### config.mk
export PLATFORM = sky130hd
export DESIGN_NAME = if_stage
export DESIGN_NICKNAME = d
export VERILOG_FILES = /design/src/rtl/if_stage.sv
export SDC_FILE = /design/constraint.sdc
export NUM_CORES = 1
export LEC_CHECK = 0
export ABC_AREA = 1
export BUFFER_PORTS_ARGS = -buffer_cell sky130_fd_sc_hd__buf_2
export CAP_MARGIN = 0
export CORE_AREA = 2 2 126 128
export CTS_CLUSTER_SIZE = 12
export DETAILED_ROUTE_END_ITERATION = 12
export DIE_AREA = 0 0 128 130
export GPL_ROUTABILITY_DRIVEN = 1
export HOLD_SLACK_MARGIN = 0.08
export PLACE_DENSITY = 0.63
export SLEW_MARGIN = 20
export SYNTH_ARGS = -nofsm -noshare
export SYNTH_HDL_FRONTEND = slang
export SYNTH_SLANG_ARGS = --single-unit
### constraint.sdc
create_clock -name clk -period 2.5 [get_ports clk]
set_input_delay 0 -clock clk [delete_from_list [all_inputs] [get_ports clk]]
set_output_delay 0 -clock clk [all_outputs]
set_load 0.05 [all_outputs]
### src/rtl/if_stage.sv
// Instruction fetch stage: holds the PC, reads instruction memory with a req/ack
// handshake, and presents the latched instruction and opcode to decode.
module if_stage #(
  parameter logic [31:0] RESET_PC = 32'h0000_0000
) (
  input  logic        clk,
  input  logic        rst,
  output logic        imem_req,
  output logic [31:0] imem_addr,
  input  logic        imem_ack,
  input  logic [31:0] imem_rdata,
  input  logic        stall,
  input  logic        branch_taken,
  input  logic [15:0] branch_offset,
  output logic [31:0] pc,
  output logic [31:0] pc_plus4,
  output logic [31:0] instr,
  output logic        instr_valid,
  output logic [5:0]  op
);

  localparam int unsigned XLEN   = 32;
  localparam int unsigned OP_MSB = 31;
  localparam int unsigned OP_LSB = 26;

  typedef enum logic [1:0] {
    START = 2'd0,
    FETCH = 2'd1,
    ISSUE = 2'd2
  } state_t;

  state_t           state;
  logic [XLEN-1:0]  branch_disp;
  logic [XLEN-1:0]  branch_target;

  // The address is the PC itself; keeping it a wire guarantees it is stable
  // for as long as the request is outstanding.
  assign imem_addr     = pc;
  assign pc_plus4      = pc + XLEN'(4);
  assign branch_disp   = {{14{branch_offset[15]}}, branch_offset, 2'b00};
  assign branch_target = pc_plus4 + branch_disp;
  assign op            = instr[OP_MSB:OP_LSB];

  // Fetch sequencer; reset overrides everything, abandoning any open request.
  always_ff @(posedge clk) begin
    if (rst) begin
      state       <= START;
      pc          <= RESET_PC;
      instr       <= '0;
      instr_valid <= 1'b0;
      imem_req    <= 1'b0;
    end else begin
      case (state)
        START: begin
          state    <= FETCH;
          imem_req <= 1'b1;
        end
        FETCH: begin
          if (imem_ack) begin
            instr       <= imem_rdata;
            instr_valid <= 1'b1;
            imem_req    <= 1'b0;
            state       <= ISSUE;
          end
        end
        ISSUE: begin
          if (!stall) begin
            pc          <= branch_taken ? branch_target : pc_plus4;
            instr       <= '0;
            instr_valid <= 1'b0;
            imem_req    <= 1'b1;
            state       <= FETCH;
          end
        end
        default: begin
          state       <= START;
          instr       <= '0;
          instr_valid <= 1'b0;
          imem_req    <= 1'b0;
        end
      endcase
    end
  end

endmodule

; Yosys cells after proc, flatten, opt, wreduce, memory -nomap -nowiden
; Cells that the tools add are included.
[word_totals]
wordCells = 30
input_bits = 53
ff_bits = 68
out_inout_bits = 136
[op_classes]
mux = 13
n_bitwise = 2
n_addsub = 2
reduce_logical = 4
eq_ne = 4
[ops]
columns = cell, n
row1 = 32-bit 2-to-1 mux, 3
row2 = 32-bit one-hot mux with 3 select lines, 1
row3 = "32-bit by 3-bit adder with 32-bit output, second input constant", 1
row4 = 32-bit adder, 1
row5 = 1-bit one-hot mux with 3 select lines, 2
row6 = 2-bit one-hot mux with 3 select lines, 1
row7 = 1-bit 2-to-1 mux, 4
row8 = 2-bit 2-to-1 mux, 2
row9 = "2-bit inequality test, second input constant", 2
row10 = 2-bit AND reduction, 2
row11 = 3-bit AND reduction, 1
row12 = "2-bit by 1-bit == test with 1-bit output, second input constant", 1
row13 = "2-bit == test, second input constant", 1
row14 = 2-bit zero test, 1
row15 = 1-bit inverter, 2

; Depth between registers and ports, before layout
[depth]
word_depth = 3
mapped_depth = 24
ltp_nobuf = 24

; Worst setup path after synthesis
; No wires, ideal clock.
[synth_path]
kind = reg-to-reg
from = register pc[2] (netlist: imem_addr[2])
to = register pc[29] (netlist: imem_addr[29])
setup_time_ns = 0.132
stages_incl_launch_ff = 19
path_slack_ns = -1.348
arrival_time_ns = 3.716
required_ns = 2.368
synth_period_minus_slack_ns = 3.848
path_cell_list = dfxtp_1 inv_1 nor2_4 nand2_2 nor2_4 xor2_1 ha_1 nand2_1 inv_1 nand2_1 nand3_1 nand2_1 nand2_1 a21oi_1 nand2_1 nand2_1 nand3_1 nand2_1 a21oi_1
[synth_via]
elab_chain_cells = 3
[synth_lines]
columns = element, line
row1 = start: declaration, 15  ; output logic [31:0] pc,
row2 = start signal: assignment, 68  ; pc <= branch_taken ? branch_target : pc_plus4;
row3 = 32-bit by 3-bit adder with 32-bit output, 39  ; assign pc_plus4 = pc + XLEN'(4);
row4 = via pc_plus4[2], 16  ; output logic [31:0] pc_plus4,
row5 = 32-bit adder, 41  ; assign branch_target = pc_plus4 + branch_disp;
row6 = 32-bit 2-to-1 mux, 68
; The timed path passes the listed nets, and every way through them passes these cells.
; A chain may end at the register's enable or synchronous reset.

; Worst setup path after layout
[layout_path]
from = register pc[4] (netlist: imem_addr[4])
to = register pc[22] (netlist: imem_addr[22])
[layout_via]
elab_chain_cells = 3
[layout_lines]
columns = element, line
row1 = 32-bit by 3-bit adder with 32-bit output (*), 39
row2 = 32-bit adder, 41
row3 = 32-bit 2-to-1 mux (*), 68
; Mark *: on every way between the ends. The rest lies on a longest branch, timed or not.

==> qor.csv <==
stage;metric;value;unit
outcome;status;complete, but fails checks;
outcome;violations;negative setup slack;
drt;drt_iter0_drc;610;
timing;worst_slew_pin_slew;0.7529;ns
timing;setup_ws;-0.2483;ns
die;start_util;38.64;%
grt;grt_start_max_net_pins;42;
die;dieArea;16640;µm²
yosys;ys.flop_type;dfxtp_1;
setup_path;path_max_fanout;6;
timing;fin_crit;2.748;ns
timing;fin_crit_sh;109.9;%
finish;diodes;0;
clock_tree;cts_tree;built;
setup_path;r2r-start;imem_addr[4]$_SDFFE_PP0P_;
worst_hold_path;worst_hold_path.endpoint;imem_addr[17]$_SDFFE_PP0P_;
clock_tree;numCtsBuffers;9;
place;dp_hpwl;17390;µm
flow_run;cap_viol_max_count;0;
finish;mostFrequentLayoutCell;nand2_1;
setup_path;reg2reg_depth;17;
clock_tree;clkSlewWorstSetupHoldPaths;0.06;ns
place;pre_cts_slack;-0.4355;ns
die;design.core.area;15420;µm²
yosys;synth-edff-count;0;
drt;wl_met3;1246;µm
yosys;netlist_instances;989;
grt;antenna_found_initial;0;
grt;grt_pass1_wl;34690;µm
timing;max_freq;0.3639;GHz
yosys;synth_simple_gate_area_share;37.90;%
yosys;yosysWarnings;0;
drt;firstDrtPassIters;5;
yosys;syn_area;5959;µm²
drt;viasPerCell;4.918;
die;fp-row-count;46;
clock_tree;cts_buffer_depth;2;
clock_tree;clk_latency;0.33;ns
setup_path;crit_path_start_kind;flop;
worst_hold_path;holdPathStages;2;
drt;antenna_left;0;
setup_path;required;2.70;ns
die;die_h;130;µm
yosys;yosys.area_share.xor_xnor;4.913;%
finish;drive_gt1_share;47.08;%
yosys;syn_area_per_cell;6.026;µm²
grt;overflow;0;
setup_path;criticalPathCategory;flop to flop;
drt;wl_met1;9720;µm
yosys;synth_seq_cells;65;
yosys;synth_compound_area_share;12.93;%
yosys;ys_seq_area_share;21.83;%
finish;fin_nets;1438;
setup_path;rr_endpoint;imem_addr[22]$_SDFFE_PP0P_;
power_and_ir_drop;ir_worst_vdd;303.7;µV
drt;vias;7598;
yosys;synthAdderAreaFrac;7.894;%
timing;max_slew_margin;49.81;%
drt;met2_length;11560;µm
drt;highest_layer;met4;
yosys;synth_top_family_by_area;simple AND/OR/NAND/NOR gates;
clock_tree;cts.sink_count;65;
finish;mostFrequentLayoutCells;286 x nand2_1, 182 x buf_2, 180 x buf_4, 99 x inv_1, 75 x a21oi_1;
setup_path;crit_arrival;2.95;ns
finish;syn2layout_area_growth;69.24;%
worst_hold_path;hold_path_class;input port to flop;
worst_hold_path;worstHoldStart;rst;
timing;drv_slew;0;
yosys;muxShareOfSynthArea;0;%
clock_tree;h-tree-depth;3;
timing;setup_viol;22;
timing;grt_setup_unrepaired;yes;
die;die_width;128;µm
power_and_ir_drop;power_density;329.4;nW/µm²
setup_path;rrSetupSlack;-0.25;ns
timing;finalHoldViolations;0;
power_and_ir_drop;finalPower;3.322;mW
setup_path;worstSetupEndpointType;flop;
place;gp_congestion;0.9442;
place;portBuffers;182;
die;io_pins;189;
grt;grt_use_total;26.45;%
clock_tree;root_buffer;clkbuf_16;
drt;drc;0;
timing;clock_skew;0.006811;ns
power_and_ir_drop;p_leak;5.233;nW
drt;drt-total-wl;23100;µm
grt;grt_pass1_vias;7036;
yosys;async_flop_share;0;%
drt;wl_per_cell;14.95;µm
yosys;synth_cell_type_count;43;
synth_stat cells (all sizes together), types with 2 or more instances:
cell / instances / area, µm²
a21oi: 93 / 480.5
clkinv: 3 / 11.26
o21ai: 29 / 148.9
nand2: 357 / 1370
nor2: 82 / 387.9
nand3b: 3 / 22.52
nand4: 10 / 62.56
buf: 48 / 344.1
o21bai: 6 / 45.04
and2: 2 / 12.51
clkbuf: 17 / 63.81
a31oi: 7 / 43.79
nand3: 65 / 330.3
a21o: 5 / 37.54
xor2: 23 / 216.5
ha: 36 / 450.4
dfxtp: 65 / 1301
nor3: 5 / 41.29
xnor2: 7 / 76.32
inv: 118 / 442.9
per-stage QoR:
step | area, µm² | hold WS, ns | setup TNS [ns] | instances | util, %
finish | 10090 | 0.1032 | -3.332 | 1545 | 65.39
global route | 10090 | 0.1136 | -7.321 | 1545 | 65.39
CTS | 9608 | 0.08561 | -3.844 | 1536 | 62.29
detailed placement | 8394 | 0.2551 | -6.615 | 1477 | 54.42
global placement | 8394 | 0.2491 | -5.811 | 1477 | 54.42
floorplan | 6317 | 0.1438 | -11.96 | 994 | -
layer usage:
layer  vias to the layer above  track usage (%)
li1                       3810                -
met1                      3480            33.64
met2                       265            46.62
met3                        43            3.977
met4                         0            7.757
met5                         -                0
flip-flops by register name, indices dropped and copies added (netlist names):
name	cells
imem_addr	30
instr_valid	1
state	2
instr	32
cell families (layout without fill, tap and decap cells):
group / count (synthesis) / in the layout
and+or+nand+nor: 528 / 528
adders and majority gates: 37 / 37
buffers and inverters: 186 / 545
other: 1 / 6
xor gates and xnor gates: 30 / 30
DFF: 65 / 65
AOI/OAI and AO/OA: 142 / 142
worst max-delay path by stage:
| stage | startpoint | slack [ns] | end |
|---|---|---|---|
| floorplan | imem_addr[2]$_SDFFE_PP0P_ | -0.58 | imem_addr[31]$_SDFFE_PP0P_ |
| global placement | imem_addr[20]$_SDFFE_PP0P_ | -0.42 | imem_addr[28]$_SDFFE_PP0P_ |
| detailed placement | imem_addr[2]$_SDFFE_PP0P_ | -0.44 | imem_addr[23]$_SDFFE_PP0P_ |
| CTS | imem_addr[2]$_SDFFE_PP0P_ | -0.28 | imem_addr[30]$_SDFFE_PP0P_ |
| global route | imem_addr[2]$_SDFFE_PP0P_ | -0.44 | imem_addr[29]$_SDFFE_PP0P_ |
| finish | imem_addr[4]$_SDFFE_PP0P_ | -0.25 | imem_addr[22]$_SDFFE_PP0P_ |
power by group:
part | leakage (nW) | switching (mW) | internal, mW
sequential | 0.536 | 0.0232 | 1.07
combinational | 4.55 | 0.603 | 0.362
clock | 0.142 | 0.473 | 0.796
total | 5.23 | 1.10 | 2.22
worst max-delay path: stages, from the launching register on:
cell and delay (ns):
dfxtp_4 0.38, nand2_2 0.07, nor2_4 0.20, nand2_4 0.08, nor2_4 0.14, buf_4 0.13
buf_12 0.09, xor2_4 0.22, ha_4 0.27, a21oi_4 0.15, o21bai_1 0.10, nand3b_1 0.27
nand2_2 0.15, nand2_1 0.06, nand2_1 0.05, nand3_1 0.08, nand2_1 0.10, a21oi_1 0.06
timing repair:
item / CTS / global route
setup buffers: 9 / 10
hold buffers: 34 / 0
pin swaps: 54 / 61
cloned: 0 / 0
hold endpoints to repair: 34 / 0
gates resized for setup: 115 / 104
setup endpoints to repair: 25 / 27
area by class of cell:
| cell class | instances | area [µm²] |
|---|---|---|
| Multi-Input combinational cell | 743 | 4990 |
| Fill cell | 1359 | 5339 |
| Inverter | 121 | 460.4 |
| Clock inverter | 5 | 55.05 |
| Clock buffer | 11 | 242.7 |
| Sequential cell | 65 | 1334 |
| Timing Repair Buffer | 408 | 2764 |
| Tap cell | 192 | 240.2 |
Note: power is estimated with default switching activity, not from simulation.
